$ cat config.mk
export PLATFORM = sky130hd
export DESIGN_NAME = cci_page_scheduler
export DESIGN_NICKNAME = d
export VERILOG_FILES = /design/src/rtl/cci_sched_pkg.sv /design/src/rtl/cci_wait_timer.sv /design/src/rtl/cci_page_scheduler.sv
export SDC_FILE = /design/constraint.sdc
export NUM_CORES = 1
export LEC_CHECK = 0
export CAP_MARGIN = 40
export CORE_ASPECT_RATIO = 1.75
export CORE_MARGIN = 2
export CORE_UTILIZATION = 30
export CTS_BUF_LIST = sky130_fd_sc_hd__clkbuf_8
export CTS_CLUSTER_DIAMETER = 120
export DETAILED_ROUTE_END_ITERATION = 8
export GPL_TIMING_DRIVEN = 0
export MAX_ROUTING_LAYER = met4
export PLACE_DENSITY_LB_ADDON = 0.1
export SETUP_SLACK_MARGIN = 0.2
export SYNTH_ARGS = -nofsm -noshare
export SYNTH_HDL_FRONTEND = slang
export SYNTH_SLANG_ARGS = --single-unit
$ cat constraint.sdc
create_clock -name clk -period 2.08 [get_ports clk]
set_input_delay 0.312 -clock clk [delete_from_list [all_inputs] [get_ports clk]]
set_output_delay 0.312 -clock clk [all_outputs]
set_load 0.005 [all_outputs]
$ cat src/rtl/cci_sched_pkg.sv
// Shared types and constants for the CCI page scheduler and its wait timer.
package cci_sched_pkg;

  localparam int DELTA_W         = 16;
  localparam int VOLT_W          = 32;
  localparam int DEFAULT_TIMEOUT = 15;

  typedef enum logic [2:0] {
    S_IDLE,
    S_RD_LEFT,
    S_RD_CENTER,
    S_RD_RIGHT,
    S_LATCH,
    S_ISSUE,
    S_WAIT,
    S_WRITE
  } state_t;

endpackage

$ cat src/rtl/cci_wait_timer.sv
// Loadable down-counter bounding how long the scheduler waits for the
// datapath. Loaded with TIMEOUT-1 when the operation is issued; expire is
// raised during the TIMEOUT-th enabled cycle after the load.
module cci_wait_timer
  import cci_sched_pkg::*;
#(
  parameter int TIMEOUT = DEFAULT_TIMEOUT
) (
  input  logic clk,
  input  logic rst_n,
  input  logic clear,
  input  logic load,
  input  logic en,
  output logic expire
);

  localparam int              CNT_W    = (TIMEOUT > 1) ? $clog2(TIMEOUT) : 1;
  localparam logic [CNT_W-1:0] LOAD_VAL = CNT_W'(TIMEOUT - 1);

  logic [CNT_W-1:0] count_reg;

  // Load wins over clear; count saturates at zero while enabled.
  always_ff @(posedge clk or negedge rst_n) begin
    if (!rst_n) begin
      count_reg <= '0;
    end else if (load) begin
      count_reg <= LOAD_VAL;
    end else if (clear) begin
      count_reg <= '0;
    end else if (en && (count_reg != '0)) begin
      count_reg <= count_reg - 1'b1;
    end
  end

  assign expire = en && (count_reg == '0);

endmodule

$ cat src/rtl/cci_page_scheduler.sv
// Walks one wordline cell by cell: gathers the victim word and the i-1/i/i+1
// neighbour deltas, hands them to the CCI datapath, and writes the distorted
// word back. Edge cells get a zero delta for the missing neighbour.
module cci_page_scheduler
  import cci_sched_pkg::*;
#(
  parameter int NUM_CELLS = 32,
  parameter int ADDR_W    = 5,
  parameter int TIMEOUT   = DEFAULT_TIMEOUT
) (
  input  logic               clk,
  input  logic               rst_n,
  input  logic               start,
  output logic               busy,
  output logic               page_done,
  output logic               timeout_err,
  output logic               mem_rd,
  output logic [ADDR_W-1:0]  mem_addr,
  input  logic [VOLT_W-1:0]  victim_rdata,
  input  logic [DELTA_W-1:0] delta_rdata,
  output logic               cci_en,
  output logic [VOLT_W-1:0]  affected_v,
  output logic [DELTA_W-1:0] xy_left,
  output logic [DELTA_W-1:0] y_cci,
  output logic [DELTA_W-1:0] xy_right,
  input  logic [VOLT_W-1:0]  cci_result,
  input  logic               cci_done,
  output logic               wr_en,
  output logic [ADDR_W-1:0]  wr_addr,
  output logic [VOLT_W-1:0]  wr_data
);

  localparam logic [ADDR_W-1:0] LAST_IDX = ADDR_W'(NUM_CELLS - 1);

  state_t              state_reg, state_next;
  logic [ADDR_W-1:0]   idx_reg;
  logic [DELTA_W-1:0]  left_reg, center_reg, right_reg;
  logic [VOLT_W-1:0]   victim_reg, result_reg;
  logic                timeout_err_reg, page_done_reg;

  logic idx_first, idx_last;
  logic accept, finish, abort;
  logic timer_clear, timer_load, timer_en, timer_expire;

  assign idx_first = (idx_reg == '0);
  assign idx_last  = (idx_reg == LAST_IDX);

  cci_wait_timer #(
    .TIMEOUT (TIMEOUT)
  ) u_wait_timer (
    .clk    (clk),
    .rst_n  (rst_n),
    .clear  (timer_clear),
    .load   (timer_load),
    .en     (timer_en),
    .expire (timer_expire)
  );

  // Next-state logic plus the strobes that are decoded straight from state.
  always_comb begin
    state_next  = state_reg;
    mem_rd      = 1'b0;
    mem_addr    = '0;
    cci_en      = 1'b0;
    wr_en       = 1'b0;
    wr_addr     = '0;
    wr_data     = '0;
    timer_clear = 1'b0;
    timer_load  = 1'b0;
    timer_en    = 1'b0;
    accept      = 1'b0;
    finish      = 1'b0;
    abort       = 1'b0;
    case (state_reg)
      S_IDLE: begin
        timer_clear = 1'b1;
        if (start) begin
          accept     = 1'b1;
          state_next = S_RD_LEFT;
        end
      end
      S_RD_LEFT: begin
        if (!idx_first) begin
          mem_rd   = 1'b1;
          mem_addr = idx_reg - 1'b1;
        end
        state_next = S_RD_CENTER;
      end
      S_RD_CENTER: begin
        mem_rd     = 1'b1;
        mem_addr   = idx_reg;
        state_next = S_RD_RIGHT;
      end
      S_RD_RIGHT: begin
        if (!idx_last) begin
          mem_rd   = 1'b1;
          mem_addr = idx_reg + 1'b1;
        end
        state_next = S_LATCH;
      end
      S_LATCH: begin
        state_next = S_ISSUE;
      end
      S_ISSUE: begin
        cci_en     = 1'b1;
        timer_load = 1'b1;
        state_next = S_WAIT;
      end
      S_WAIT: begin
        timer_en = 1'b1;
        // A done arriving on the final allowed cycle still counts as success.
        if (cci_done) begin
          state_next = S_WRITE;
        end else if (timer_expire) begin
          abort      = 1'b1;
          state_next = S_IDLE;
        end
      end
      S_WRITE: begin
        wr_en   = 1'b1;
        wr_addr = idx_reg;
        wr_data = result_reg;
        if (idx_last) begin
          finish     = 1'b1;
          state_next = S_IDLE;
        end else begin
          state_next = S_RD_LEFT;
        end
      end
      default: state_next = S_IDLE;
    endcase
  end

  // State, cell index and sticky/pulse status flags.
  always_ff @(posedge clk or negedge rst_n) begin
    if (!rst_n) begin
      state_reg       <= S_IDLE;
      idx_reg         <= '0;
      timeout_err_reg <= 1'b0;
      page_done_reg   <= 1'b0;
    end else begin
      state_reg     <= state_next;
      page_done_reg <= finish || abort;
      if (accept) begin
        idx_reg         <= '0;
        timeout_err_reg <= 1'b0;
      end else begin
        if ((state_reg == S_WRITE) && !idx_last) begin
          idx_reg <= idx_reg + 1'b1;
        end
        if (abort) begin
          timeout_err_reg <= 1'b1;
        end
      end
    end
  end

  // Operand capture one cycle after each read; held untouched through WAIT.
  always_ff @(posedge clk or negedge rst_n) begin
    if (!rst_n) begin
      left_reg   <= '0;
      center_reg <= '0;
      right_reg  <= '0;
      victim_reg <= '0;
      result_reg <= '0;
    end else begin
      case (state_reg)
        S_RD_CENTER: left_reg  <= idx_first ? '0 : delta_rdata;
        S_RD_RIGHT: begin
          center_reg <= delta_rdata;
          victim_reg <= victim_rdata;
        end
        S_LATCH:     right_reg <= idx_last ? '0 : delta_rdata;
        S_WAIT:      if (cci_done) result_reg <= cci_result;
        default: ;
      endcase
    end
  end

  assign affected_v  = victim_reg;
  assign xy_left     = left_reg;
  assign y_cci       = center_reg;
  assign xy_right    = right_reg;
  assign timeout_err = timeout_err_reg;
  assign page_done   = page_done_reg;
  // Busy stays up through the page_done cycle and drops right after it.
  assign busy        = (state_reg != S_IDLE) || page_done_reg;

endmodule

**Word-level counts from Yosys, hierarchy flattened**

Index checks and enable logic that the tools add are counted.

- Add/subtract/negate cells: 3
- $mul: 0
- Divide/modulo/power cells: 0
- $lt $le $gt $ge: 0
- Eq/ne operators: 10
- Shifts and indexed selects: 0
- Multiplexer cells: 33
- Bitwise gates (word level): 0
- Reduce and logical (&&, ||, !) cells: 16

Operators with widths:

| kind | number |
|---|---|
| 16-bit two-way mux | 2 |
| 32-bit two-way mux | 1 |
| 5-bit two-way mux | 5 |
| 3-bit one-hot mux with 8 select lines | 1 |
| 1-bit two-way mux | 16 |
| 5-bit one-hot mux with 3 select lines | 1 |
| 3-bit equality test, second input constant | 4 |
| 4-bit two-way mux | 3 |
| 3-bit two-way mux | 3 |
| 3-bit by 2-bit equality test with 1-bit output, second input constant | 2 |
| 3-bit nonzero test | 2 |
| 5-bit by 1-bit adder with 5-bit output, second input constant | 1 |
| 5-bit equality test, second input constant | 1 |
| 5-bit zero test | 1 |
| 5-bit by 1-bit subtractor with 5-bit output, second input constant | 1 |
| 4-bit zero test | 1 |
| 2-bit AND reduction | 2 |
| 2-bit nonzero test | 2 |
| 4-bit nonzero test | 1 |
| 4-bit by 1-bit subtractor with 4-bit output, second input constant | 1 |
| 3-bit by 1-bit equality test with 1-bit output, second input constant | 1 |
| 1-bit logical AND | 3 |
| 3-bit zero test | 1 |
| 3-bit != test, second input constant | 1 |
| other kinds (4) | 5 |

- Flip-flop bits (word level): 126
- Bits in latches: 0
- RAM bits: 0
- ROM bits: 0
- Input port bits: 84
- Output and inout port bits: 128
- Logic and storage cells: 72
- Memories kept: 0

**Logic depth before layout (Yosys ltp)**

- Depth after elaboration: 8
- Mapped depth: 7
- Gate-level depth less buffers: 7

**By module**

From an unflattened synthesis, not the netlist that was laid out.

- Cells, all modules: 549
- Area, all modules: 5,555.3 µm²

By module, submodules not included:

| module | instances | cells each | area an instance (µm²) | sequential area each (µm²) |
|---|---|---|---|---|
| cci_page_scheduler | 1 | 523 | 5,308.8 | 3,052.9 |
| cci_wait_timer | 1 | 26 | 246.5 | 100.1 |

**Worst setup path after synthesis**

No wires, ideal clock.

- Path kind: flip-flop to output port
- From: reg idx_reg[0]
- To: out mem_addr[2]
- Data arrival time: 1.584 ns
- Required time: 1.768 ns
- Path slack: 0.184 ns
- Stages on the path, launching flop included: 8
- Path buffers: 1
- Path through: dfrtp_1 > ha_1 > and3_1 > ha_1 > clkbuf_1 > nor2_1 > a21oi_1 > a31oi_1

- Longest elaborated chain between the ends: 3
- Elaborated cells between the ends (all ways): 7
- Those cells by class: 2 x add/sub; 1 x eq/ne; 3 x mux; 1 x reduce/logical

Ends and longest elaborated chain:

| element | RTL line | source |
|---|---|---|
| from (decl) | cci_page_scheduler.sv:36 | `logic [ADDR_W-1:0] idx_reg;` |
| from (signal assigned) | cci_page_scheduler.sv:149 | `idx_reg <= idx_reg + 1'b1;` |
| 5-bit by 1-bit adder with 5-bit output (tied with other cells) | cci_page_scheduler.sv:97 | `mem_addr = idx_reg + 1'b1;` |
| 5-bit two-way mux (on tied branches) | cci_page_scheduler.sv:95, cci_page_scheduler.sv:83 |  |
| 5-bit one-hot mux with 3 select lines * | cci_page_scheduler.sv:74 | `case (state_reg)` |
| to (decl) | cci_page_scheduler.sv:18 | `output logic [ADDR_W-1:0] mem_addr,` |

Mark *: on every way between the ends. The rest lies on a longest branch, timed or not.

**Final worst setup path**

Same ends and word-level chain as after synthesis.

==> Flow_metrics.wiki <==
{| class="wikitable"
! Metric !! Value
|-
| Detailed placer's ending HPWL || 11500 um
|-
| Period Utilization, post-route || 119%
|-
| CTS max path bufs || 2
|-
| Highest clock frequency the design can meet || 404 MHz
|-
| Number of iterations in the first detailed-routing pass || 6
|-
| Clock transition at path regs || 0.09 ns
|-
| Net count of the finished layout || 835
|-
| Die footprint || 19700 um2
|-
| Ys Warns || 0
|-
| TritonCTS sink count || 126
|-
| CP Class || flop to primary output
|-
| Leak || 0.00413 uW
|-
| Met3 wire len || 981 um
|-
| Critical Path AT || 2.16 ns
|-
| Worst setup slack after layout || -0.396 ns
|-
| Max_slew headroom || 58.2%
|-
| Final Hold Viols || 0
|-
| Post-detailed-route DRC marker count || 0
|-
| Clock buffers created by TritonCTS || 17
|-
| Count of unique library cells instantiated by Yosys || 50
|-
| Placed standard-cell area || 8010 um2
|-
| Most frequently used flop master after synthesis || sky130_fd_sc_hd__dfrtp_1
|-
| Data required time of the critical path || 1.77 ns
|-
| Final critical delay including setup and external delays || 2.48 ns
|-
| Power density over the cells || 1360 nW/um2
|-
| Setup slack after placement || -0.633 ns
|-
| Number of flops mapped to enable cells by yosys || 0
|-
| Count of standard-cell rows || 66
|-
| IO Count || 212
|-
| Max_cap viols || 0
|-
| Syn nets || 546
|-
| Clock tree from TritonCTS || done
|-
| Pin count of the biggest net entering global routing || 65
|-
| Vias per inst || 4.74
|-
| Share of post-route cells with drive strength above 1 || 41.3%
|-
| Cell count after synthesis || 454
|-
| Pin slew with the least headroom to its limit || 0.627 ns
|-
| Clk root buf || sky130_fd_sc_hd__clkbuf_8
|-
| Share of synthesized area occupied by flip-flops and latches || 56.6%
|-
| Remaining global-route overflow || 0
|-
| Type of element capturing the critical path || primary output
|-
| Startpoint types || flop
|-
| Routed length on met2 || 9360 um
|-
| Number of DRC markers after the initial detailed-route iteration || 156
|-
| Post-synthesis instance area || 5570 um2
|-
| Std-Cell Core Area || 18400 um2
|-
| Type of the tightest min-delay check || input pin to async pin
|-
| Initial antenna violation count || 0
|-
| Chip height || 184 um
|-
| # fillers || 1664
|-
| Critical Path Fanout Max || 4
|-
| Most frequent standard cell in the layout excluding fill and tap cells || sky130_fd_sc_hd__clkdlybuf4s50_1
|-
| Initial standard-cell utilization of the core || 30.2%
|-
| Global-route wire length before repair || 25500 um
|-
| Layout overhead on the synthesized area || 68.5%
|-
| Mean instance size in the synthesized netlist || 12.3 um2
|-
| Failing checks || negative setup slack
|-
| IR Drop Worst-Case VDD || 0.644 mV
|-
| H-tree levels || 4
|-
| Area used by multi-input combinational logic || 2510 um2
|-
| Status || finished, violations left
|-
| Detailed-route wire length on metal 1 || 6220 um
|-
| # port buffers || 211
|-
| WHS || 0.418 ns
|-
| Number of inserted diodes || 0
|-
| Die Wd || 107 um
|-
| Slew Viols, Final || 0
|-
| Via count of the first global-routing pass || 4964
|-
| Final setup fails || 42
|-
| Post-synth ARST share || 100%
|-
| Register bit total from synthesis || 126
|-
| RSZ-0062 raised after global routing || true
|-
| Uppermost layer routed || met4
|-
| Total Routed Length || 17000 um
|-
| Largest clock skew in the final design || 0.0139 ns
|-
| Accumulated negative setup slack || -6.12 ns
|-
| Routability cong. || 0.879
|-
| Insertion delay of the later-clocked pin in the worst-skew pair || 0.45 ns
|-
| Antenna-violating nets left || 0
|-
| Area used by sequential logic in the layout || 3160 um2
|-
| Most frequent cells in the layout || sky130_fd_sc_hd__clkdlybuf4s50_1 (164), sky130_fd_sc_hd__dfrtp_1 (123), sky130_fd_sc_hd__mux2_2 (80)
|-
| Finished Cell Area || 9390 um2
|-
| Via count || 4708
|-
| Total power || 12800 uW
|-
| Average detailed-routed wire length per instance || 17.1 um
|-
| Total routing resource utilization after global routing || 17.3%
|}
worst max-delay path, stage by stage (launching register included):
cell                      delay, ns
sky130_fd_sc_hd__dfrtp_2       0.46
sky130_fd_sc_hd__inv_2         0.17
sky130_fd_sc_hd__ha_4          0.17
sky130_fd_sc_hd__nor4b_4       0.30
sky130_fd_sc_hd__buf_4         0.22
sky130_fd_sc_hd__nor4_2        0.04
sky130_fd_sc_hd__a21oi_1       0.11
sky130_fd_sc_hd__a31oi_1       0.10
sky130_fd_sc_hd__buf_2         0.15
kinds of logic (layout without fill, tap and decap cells):
group | after synthesis | in the layout | synth area share (%)
xor+xnor | 1 | 1 | 0.157
mux | 81 | 81 | 16.4
fa+ha+maj | 8 | 8 | 1.80
flops | 126 | 126 | 56.6
buf+inv | 37 | 339 | 3.30
compound gates | 70 | 70 | 8.33
simple gates | 131 | 131 | 13.5
through the flow:
stage                     utilization (%)  std cells
after floorplan                         -        454
after global placement               43.3        903
after detailed placement             43.5        904
after CTS                            49.0        975
after global routing                 51.0        994
final                                51.0        994
synth_stat cells, types with 2 or more instances:
cell type	number	area share, %
sky130_fd_sc_hd__a21oi_1	5	0.45
sky130_fd_sc_hd__a22o_1	18	2.8
sky130_fd_sc_hd__a22oi_1	2	0.27
sky130_fd_sc_hd__a31oi_1	3	0.34
sky130_fd_sc_hd__and2_1	38	4.3
sky130_fd_sc_hd__and3_1	2	0.22
sky130_fd_sc_hd__buf_2	12	1.1
sky130_fd_sc_hd__buf_4	2	0.27
sky130_fd_sc_hd__buf_6	3	0.61
sky130_fd_sc_hd__clkbuf_1	11	0.74
sky130_fd_sc_hd__dfrtp_1	126	57
sky130_fd_sc_hd__ha_1	8	1.8
sky130_fd_sc_hd__inv_1	9	0.61
sky130_fd_sc_hd__mux2_2	80	16
sky130_fd_sc_hd__nand2_1	34	2.3
sky130_fd_sc_hd__nand2b_1	20	2.2
sky130_fd_sc_hd__nand3_1	4	0.36
sky130_fd_sc_hd__nand4_1	2	0.22
sky130_fd_sc_hd__nor2_1	12	0.81
sky130_fd_sc_hd__nor2b_1	2	0.22
sky130_fd_sc_hd__nor3_1	3	0.27
sky130_fd_sc_hd__o21ai_0	29	2.6
sky130_fd_sc_hd__o31ai_1	2	0.27
worst paths after layout:
| kind | slack, ns | endpoint | cells after the start | from |
|---|---|---|---|---|
| min in group clk | 0.47 | affected_v[17] | 2 | victim_rdata[17] |
| max in group asynchronous | 0.91 | affected_v[7] | 3 | rst_n |
| hold / removal | 0.42 | result_reg[4] | 2 | rst_n |
| setup / recovery | -0.40 | mem_addr[2] | 8 | idx_reg[0] |
| hold reg to reg | 0.48 | xy_right[2] | 2 | xy_right[2] |
| setup reg to reg | 0.08 | xy_left[10] | 9 | idx_reg[0] |
power breakdown:
| group | internal (uW) | switching, uW |
|---|---|---|
| logic | 3870 | 2400 |
| registers | 3600 | 639 |
| clock network | 1210 | 1050 |
| total | 8680 | 4080 |
repair_timing:
action                                  CTS  global route
hold buffers                              1             0
gates cloned                              3             1
endpoints found under the setup margin   66            58
setup buffers                            35            18
pin swaps                                20            25
gates resized for setup                 289            74
endpoints found under the hold margin    62             0
layer usage:
metal / global-route usage [%] / up-vias
met2: 31.9 / 175
met1: 17.0 / 2348
li1: - / 2161
met5: - / -
met3: 5.16 / 24
met4: 5.97 / 0
area by class of cell:
cell class / instances / share of cell area (%)
well taps: 238 / 3.17
plain buffers: 28 / 2.71
clock inverters: 14 / 1.81
clock buffers: 18 / 2.64
inverters: 9 / 0.413
flip-flops and latches: 126 / 33.6
multi-input cells: 291 / 26.7
repair buffers: 270 / 28.9
Power figures use the tool's default switching activity.
